`config.mk`:
```
export PLATFORM = sky130hd
export DESIGN_NAME = vec_seq
export DESIGN_NICKNAME = d
export VERILOG_FILES = /design/src/rtl/vec_seq.sv
export SDC_FILE = /design/constraint.sdc
export NUM_CORES = 1
export LEC_CHECK = 0
export BUFFER_PORTS_ARGS = -buffer_cell sky130_fd_sc_hd__buf_2
export CAP_MARGIN = 20
export CORE_AREA = 4 4 284 286
export DETAILED_ROUTE_END_ITERATION = 10
export DIE_AREA = 0 0 288 290
export MAX_ROUTING_LAYER = met4
export PLACE_DENSITY = 0.48
export REMOVE_ABC_BUFFERS = 1
export SETUP_SLACK_MARGIN = 0.05
export SYNTH_ARGS = -nofsm -noshare
export SYNTH_HDL_FRONTEND = slang
export SYNTH_SLANG_ARGS = --single-unit
```
`constraint.sdc`:
```
create_clock -name clk -period 3.3 [get_ports clk]
set_clock_uncertainty 0.2 [all_clocks]
set_input_delay 0.66 -clock clk [delete_from_list [all_inputs] [get_ports clk]]
set_output_delay 0.66 -clock clk [all_outputs]
set_load 0.02 [all_outputs]
```
`src/rtl/vec_seq.sv`:
```
// Vector sequencer: streams operand pairs from two memories through an external
// combinational modular ALU and writes results back, one element per cycle.
module vec_seq #(
    parameter int ADDR_W = 10
) (
    input  logic              clk,
    input  logic              rst_n,
    input  logic              cmd_valid,
    output logic              cmd_ready,
    input  logic [2:0]        cmd_opcode,
    input  logic [ADDR_W-1:0] cmd_src_a,
    input  logic [ADDR_W-1:0] cmd_src_b,
    input  logic [ADDR_W-1:0] cmd_dst,
    input  logic [ADDR_W-1:0] cmd_len,
    input  logic [63:0]       cfg_q,
    input  logic [63:0]       cfg_mu,
    output logic              rd_en,
    output logic [ADDR_W-1:0] rd_addr_a,
    output logic [ADDR_W-1:0] rd_addr_b,
    input  logic [63:0]       rd_data_a,
    input  logic [63:0]       rd_data_b,
    output logic [2:0]        alu_opcode,
    output logic [63:0]       alu_a,
    output logic [63:0]       alu_b,
    output logic [63:0]       alu_q,
    output logic [63:0]       alu_mu,
    input  logic [63:0]       alu_res,
    output logic              wr_en,
    output logic [ADDR_W-1:0] wr_addr,
    output logic [63:0]       wr_data,
    output logic              busy,
    output logic              done,
    output logic              err
);

    typedef enum logic [1:0] {
        IDLE  = 2'd0,
        RUN   = 2'd1,
        DRAIN = 2'd2,
        FIN   = 2'd3
    } state_t;

    localparam logic [ADDR_W-1:0] ONE_A  = ADDR_W'(1);
    localparam logic [ADDR_W-1:0] ZERO_A = ADDR_W'(0);

    function automatic logic op_legal(input logic [2:0] op);
        logic ok;
        case (op)
            3'b000, 3'b001, 3'b010: ok = 1'b1;
            default:                ok = 1'b0;
        endcase
        return ok;
    endfunction

    state_t              state_r;
    state_t              next_state_s;

    logic [2:0]          op_r;
    logic [ADDR_W-1:0]   dst_r;
    logic [ADDR_W-1:0]   len_r;
    logic [63:0]         q_r;
    logic [63:0]         mu_r;

    logic [ADDR_W-1:0]   rd_idx_r;
    logic                rd_en_r;
    logic [ADDR_W-1:0]   rd_addr_a_r;
    logic [ADDR_W-1:0]   rd_addr_b_r;

    logic                rd_v_d1_r;
    logic [ADDR_W-1:0]   idx_d1_r;

    logic                wr_en_r;
    logic [ADDR_W-1:0]   wr_addr_r;
    logic [63:0]         wr_data_r;

    logic                done_r;
    logic                err_r;
    logic                busy_r;
    logic                cmd_ready_r;

    logic                accept_s;
    logic                last_s;
    logic                rd_en_s;
    logic [ADDR_W-1:0]   rd_idx_s;
    logic [ADDR_W-1:0]   rd_addr_a_s;
    logic [ADDR_W-1:0]   rd_addr_b_s;
    logic                done_s;
    logic                err_s;
    logic                busy_s;
    logic                cmd_ready_s;
    logic [2:0]          fin_op_s;

    assign accept_s = cmd_valid & cmd_ready_r;
    assign last_s   = (rd_idx_r == (len_r - ONE_A));

    // State register
    always_ff @(posedge clk or negedge rst_n) begin
        if (!rst_n) begin
            state_r <= IDLE;
        end else begin
            state_r <= next_state_s;
        end
    end

    // Next-state logic; DRAIN exits once the final write is on the port
    always_comb begin
        next_state_s = state_r;
        case (state_r)
            IDLE: begin
                if (accept_s) begin
                    if (op_legal(cmd_opcode) && (cmd_len != ZERO_A)) begin
                        next_state_s = RUN;
                    end else begin
                        next_state_s = FIN;
                    end
                end else begin
                    next_state_s = IDLE;
                end
            end
            RUN: begin
                if (last_s) begin
                    next_state_s = DRAIN;
                end else begin
                    next_state_s = RUN;
                end
            end
            DRAIN: begin
                if (wr_en_r && !rd_v_d1_r) begin
                    next_state_s = FIN;
                end else begin
                    next_state_s = DRAIN;
                end
            end
            FIN:     next_state_s = IDLE;
            default: next_state_s = IDLE;
        endcase
    end

    // Output logic: next values of the registered control/address outputs
    always_comb begin
        rd_idx_s    = rd_idx_r;
        rd_addr_a_s = rd_addr_a_r;
        rd_addr_b_s = rd_addr_b_r;
        fin_op_s    = op_r;
        case (state_r)
            IDLE: begin
                fin_op_s = cmd_opcode;
                if (accept_s) begin
                    rd_idx_s    = ZERO_A;
                    rd_addr_a_s = cmd_src_a;
                    rd_addr_b_s = cmd_src_b;
                end else begin
                    rd_idx_s    = rd_idx_r;
                end
            end
            RUN: begin
                if (!last_s) begin
                    rd_idx_s    = rd_idx_r + ONE_A;
                    rd_addr_a_s = rd_addr_a_r + ONE_A;
                    rd_addr_b_s = rd_addr_b_r + ONE_A;
                end else begin
                    rd_idx_s    = rd_idx_r;
                end
            end
            default: begin
                rd_idx_s = rd_idx_r;
            end
        endcase
        rd_en_s     = (next_state_s == RUN);
        done_s      = (next_state_s == FIN);
        err_s       = done_s & ~op_legal(fin_op_s);
        busy_s      = (next_state_s != IDLE);
        cmd_ready_s = (next_state_s == IDLE);
    end

    // Command and configuration capture at accept
    always_ff @(posedge clk or negedge rst_n) begin
        if (!rst_n) begin
            op_r  <= 3'b000;
            dst_r <= ZERO_A;
            len_r <= ZERO_A;
            q_r   <= 64'd0;
            mu_r  <= 64'd0;
        end else if (accept_s) begin
            op_r  <= cmd_opcode;
            dst_r <= cmd_dst;
            len_r <= cmd_len;
            q_r   <= cfg_q;
            mu_r  <= cfg_mu;
        end else begin
            op_r  <= op_r;
        end
    end

    // Read issue and status output registers
    always_ff @(posedge clk or negedge rst_n) begin
        if (!rst_n) begin
            rd_idx_r    <= ZERO_A;
            rd_en_r     <= 1'b0;
            rd_addr_a_r <= ZERO_A;
            rd_addr_b_r <= ZERO_A;
            done_r      <= 1'b0;
            err_r       <= 1'b0;
            busy_r      <= 1'b0;
            cmd_ready_r <= 1'b1;
        end else begin
            rd_idx_r    <= rd_idx_s;
            rd_en_r     <= rd_en_s;
            rd_addr_a_r <= rd_addr_a_s;
            rd_addr_b_r <= rd_addr_b_s;
            done_r      <= done_s;
            err_r       <= err_s;
            busy_r      <= busy_s;
            cmd_ready_r <= cmd_ready_s;
        end
    end

    // Read-data alignment stage: element index travels with the memory latency
    always_ff @(posedge clk or negedge rst_n) begin
        if (!rst_n) begin
            rd_v_d1_r <= 1'b0;
            idx_d1_r  <= ZERO_A;
        end else begin
            rd_v_d1_r <= rd_en_r;
            idx_d1_r  <= rd_idx_r;
        end
    end

    // Result write stage: ALU output registered straight onto the write port
    always_ff @(posedge clk or negedge rst_n) begin
        if (!rst_n) begin
            wr_en_r   <= 1'b0;
            wr_addr_r <= ZERO_A;
            wr_data_r <= 64'd0;
        end else if (rd_v_d1_r) begin
            wr_en_r   <= 1'b1;
            wr_addr_r <= dst_r + idx_d1_r;
            wr_data_r <= alu_res;
        end else begin
            wr_en_r   <= 1'b0;
            wr_addr_r <= wr_addr_r;
            wr_data_r <= wr_data_r;
        end
    end

    // Operands are gated to zero outside their valid cycle so reset clears them too
    assign alu_a      = rd_v_d1_r ? rd_data_a : 64'd0;
    assign alu_b      = rd_v_d1_r ? rd_data_b : 64'd0;
    assign alu_opcode = op_r;
    assign alu_q      = q_r;
    assign alu_mu     = mu_r;

    assign rd_en      = rd_en_r;
    assign rd_addr_a  = rd_addr_a_r;
    assign rd_addr_b  = rd_addr_b_r;
    assign wr_en      = wr_en_r;
    assign wr_addr    = wr_addr_r;
    assign wr_data    = wr_data_r;
    assign done       = done_r;
    assign err        = err_r;
    assign busy       = busy_r;
    assign cmd_ready  = cmd_ready_r;

endmodule

```
-- Word level (Yosys, flattened, before mapping)
Cells that the tools add are included.
W data, S select, Z words.
- output and inout port bits: 359
- register bits after elaboration: 274
- bits of input ports: 366
- logic and storage cells: 74
- multiplexer cells: 22
- bitwise gates (word level): 3
- reduce and logical (&&, ||, !) cells: 13
- equal/unequal tests: 12
- add/sub/neg operators: 5
- operators with widths (operator ; number):
    $mux W64 ; 2
    $mux W10 ; 6
    $pmux W10 S2 ; 3
    $add A10 B1 Y10 const B ; 3
    $add A10 B10 Y10 ; 1
    $eq A10 B10 Y1 ; 1
    $reduce_bool A10 Y1 ; 1
    $sub A10 B1 Y10 const B ; 1
    $pmux W2 S4 ; 1
    $eq A2 B2 Y1 const B ; 3
    $eq A3 B1 Y1 const B ; 2
    $eq A3 B2 Y1 const B ; 2
    $logic_not A3 Y1 ; 2
    $mux W1 ; 6
    $mux W2 ; 3
    $reduce_or A3 Y1 ; 2
    $eq A2 B1 Y1 const B ; 2
    $logic_not A2 Y1 ; 2
    $ne A2 B2 Y1 const B ; 2
    $reduce_bool A2 Y1 ; 2
    $mux W3 ; 1
    $reduce_and A3 Y1 ; 1
    $and A1 B1 Y1 ; 2
    $logic_and A1 B1 Y1 ; 2
    other kinds (2) ; 2

-- Longest topological paths before layout
- depth after elaboration: 11
- depth in mapped cells: 11
- mapped depth without buffers: 10

-- Worst setup path before layout
OpenSTA, ideal clock, no wires.
- kind: reg-to-reg
- start point: register len_r[2]
- end point: register rd_addr_a_r[2] (netlist: rd_addr_a[2])
- stages on the path, launching flop included: 10
- path buffers: 2
- clock period less this slack: 2845 ps
- data required time: 2951 ps
- arrival: 2496 ps
- setup slack: 455 ps
- path through: dfrtp_1 > buf_6 > or4_1 > or3_4 > a2111oi_4 > and2_2 > nand3_2 > buf_2 > a311oi_1 > a311oi_1
- word-level cells in the longest chain between the ends: 4
- ends and longest elaborated chain (what ; RTL line ; source):
    from (decl) ; 60 ; logic [ADDR_W-1:0] len_r;
    from (signal assigned) ; 187 ; len_r <= cmd_len;
    $sub A10 B1 Y10 ; 94 ; assign last_s = (rd_idx_r == (len_r - ONE_A));
    $eq A10 B10 Y1 ; 94 ;
    $ne A2 B2 Y1 (no line) ; n/a ;
    $reduce_and A3 Y1 (no line) ; n/a ;
    to (signal assigned) ; 209 ; rd_addr_a_r <= rd_addr_a_s;
    to (decl) ; 66 ; logic [ADDR_W-1:0] rd_addr_a_r;
Every way passes these cells.
A chain may end at the register's enable or synchronous reset.

-- Worst setup path in the final report
- start point: register len_r[0]
- end point: register rd_addr_b_r[2] (netlist: rd_addr_b[2])
- word-level cells in the longest chain between the ends: 4
- ends and longest elaborated chain (what ; RTL line ; source):
    $sub A10 B1 Y10 ; 94 ;
    $eq A10 B10 Y1 ; 94 ;
    $ne A2 B2 Y1 (no line) ; n/a ;
    $reduce_and A3 Y1 (no line) ; n/a ;
    to (signal assigned) ; 210 ; rd_addr_b_r <= rd_addr_b_s;
    to (decl) ; 67 ; logic [ADDR_W-1:0] rd_addr_b_r;
Every way passes these cells.

==> metrics.txt <==
io pins 725; RSZ-0062 raised after global routing yes; Port Buf Inserts 724; minimum clock period 3080 ps; Layout Nets 2407; Routability Congestion 0.865; clock sinks 274; Crit path max-delay family simple AND/OR/NAND/NOR gates; count of pins over their slew limit 0; Peak VDD IR 0.607 mV; Worst setup SP type flip-flop; Core ar. 78400 µm²; overall global routing resource usage 0.155; antenna violations before repair 56; vias in the first global route 12572; Leakage 0.00994 µW; Layout Cells excl Fill 3132; synthesized cell area 12500 µm²; drt first pass iters 5; dominant cells by area after synthesis dfrtp_1, nand2_1, and2_1; Worst Max-Slew Pin Slew 813 ps; Final Hold Viols 0; Cells after DPL 3036; Die Wd 288 µm; final antenna-violating net count 0; reg-to-reg slack, setup 220 ps; syn_area_per_cell 9.54 µm²; Critical Path Max Stage Delay 560 ps; reg2reg path depth 7; Clk Latency, worst-skew pair 540 ps; Worst path most repeated cell a311oi_1; most frequent cells in the layout buf_2, nand2_1, dfrtp_1; CTS max path bufs 3; async set or reset register ratio after synthesis 1.00; Worst EP required 3500 ps; Synth cell types 66; first-pass GRT wire length 92.3 mm; drt drc 0; P&R area growth vs syn 50.5%; number of flops mapped to enable cells by yosys 0; vias per cell 3.92; Row Count 103; Avg WL per Cell 20.8 µm; CTS tree yes; worst-path cell with the longest stage delay or4_1; Top FF cell, synth dfrtp_1; Synth Register Bits 274; Min-Delay Path Class in -> reg; sum of negative setup slack 0 ps; Worst-path clk slew 60 ps; fmax 0.325 GHz; Total Routed Length 65.3 mm; DP HPWL 52.1 mm; total congestion overflow 0; CP arrival 3280 ps; top-area cell type share of the netlist area 0.547; die height 290 µm; Critical Path, Cell by Cell or4_1, or3_4, a2111oi_4, and2_2, nand3_2, a311oi_1, a311oi_1; root buffer cell clkbuf_16; Worst R2R End rd_addr_b[2]; Critical path buffers and inverters 0; YS warnings 0; Hold Crit Endpoint alu_q[53]; critical setup path kind reg -> reg; status completed; largest net degree at the start of global routing 132; Reg-to-Reg Start len_r[0]; routed via count 12290; CTS buffer count 38; Starting Density 0.159; most common cell after layout, fill and taps aside buf_2; die area 83500 µm²; Setup violations, final 0; Max-slew headroom 0.458; H-tree depth 2; area leader, netlist dfrtp_1; Tcrit/Tclk final 0.934; CP endpoint kind flip-flop; post-synthesis sequential area ratio 0.549; Min-Delay Path Depth 3; max_cap viols 0; Post-Syn Instances 1309; DRT iter0 DRCs 612; PD cells 1020 nW/µm²; CP Max Fanout 12; HP Start cfg_q[53]; layout cells sized above 1 0.437
-- worst register-to-register path, cell delays in order (launching register included) --
cell and delay, ps:
dfrtp_1 440, or4_1 560, or3_4 350, a2111oi_4 460, and2_2 230, nand3_2 270, a311oi_1 370, a311oi_1 70
-- through the flow --
step	util	hold WS (ps)	cell area (µm²)	setup slack, ps	power [µW]
6_report	0.240	106	18800	219	19200
2_1_floorplan	-	164	12200	-1800	11500
5_1_grt	0.240	65.6	18800	46.2	20600
3_5_place_dp	0.223	233	17500	146	15300
3_3_place_gp	0.223	245	17500	197	15200
4_1_cts	0.239	41.2	18700	150	19600
-- how the worst max path moves through the flow --
| stage | startpoint | endpoint | slack [ps] | cells past startpoint |
|---|---|---|---|---|
| 6_report | len_r[0] | rd_addr_b[2] | 220 | 7 |
| 5_1_grt | len_r[0] | rd_addr_b[4] | 50 | 7 |
| 4_1_cts | len_r[0] | rd_addr_a[1] | 150 | 7 |
| 3_5_place_dp | len_r[0] | rd_addr_a[1] | 150 | 7 |
| 3_3_place_gp | len_r[0] | rd_addr_a[1] | 200 | 7 |
| 2_1_floorplan | cmd_valid | rd_addr_a[3] | -1800 | 3 |
-- timing repair --
action	CTS	global route
resized for setup	0	3
hold endpoints to repair	57	0
hold buffers	1	0
endpoints found under the setup margin	0	6
buffers inserted	0	0
-- synth_stat cells, drive strengths merged (2+ instances only) --
library cell  number
and3b              2
xnor2             11
inv               16
a221oi             8
o221a              2
nand2            478
xor2               9
a31oi              5
or3               13
o31ai              6
o21ai             30
nor2              29
a211oi             6
a22oi              3
nor3b              2
or2                2
ha                13
mux2i              6
nand3             16
clkinv             2
and4               3
and2             130
o211ai             7
buf                7
o21a               4
nor3              14
a21o               3
a21boi             4
dfrtp            273
mux2              69
o2111ai            2
nand4             10
a21oi             17
and3               7
clkbuf            67
o22ai              3
a311oi             6
nor2b              3
or4                7
-- power breakdown --
part | total, µW | internal [µW] | switching [µW] | leakage (µW)
clock | 4160 | 2520 | 1650 | 0.000617
sequential | 6070 | 4950 | 1120 | 0.00337
combinational | 9000 | 3210 | 5790 | 0.00596
-- logic make-up after synthesis --
kind of cell	count (synthesis)	synth area share
AND/OR/NAND/NOR	720	0.260
buffers and inverters	92	0.0293
multiplexers	75	0.0670
adder cells (fa/ha/maj)	14	0.0146
AO/OA/AOI/OAI	114	0.0657
flip-flops	274	0.549
XOR/XNOR	20	0.0140
-- registers in the layout, summed over array words and instances (netlist names), 2 cells and up --
register    count
dst_r          10
rd_idx_r       10
alu_opcode      3
idx_d1_r       10
alu_mu         64
len_r          10
alu_q          64
wr_addr        10
wr_data        64
rd_addr_a      10
state_r         2
rd_addr_b      10
-- per-layer routing --
layer	track usage	vias to the layer above	share of wire
li1	-	5778	-
met1	0.168	5851	0.38
met2	0.266	508	0.50
met3	0.0386	153	0.067
met4	0.0728	0	0.055
met5	-	-	0
-- cell type report --
| class | count | area [µm²] |
|---|---|---|
| inverter | 18 | 67.6 |
| tap | 1050 | 1310 |
| clock inverter | 11 | 120 |
| fill | 8688 | 59600 |
| clock buffer | 58 | 1130 |
| multi-input combinational | 943 | 5290 |
| timing repair buffer | 752 | 3950 |
| antenna | 26 | 65.1 |
| sequential | 274 | 6860 |
(Power assumes the default switching activity.)
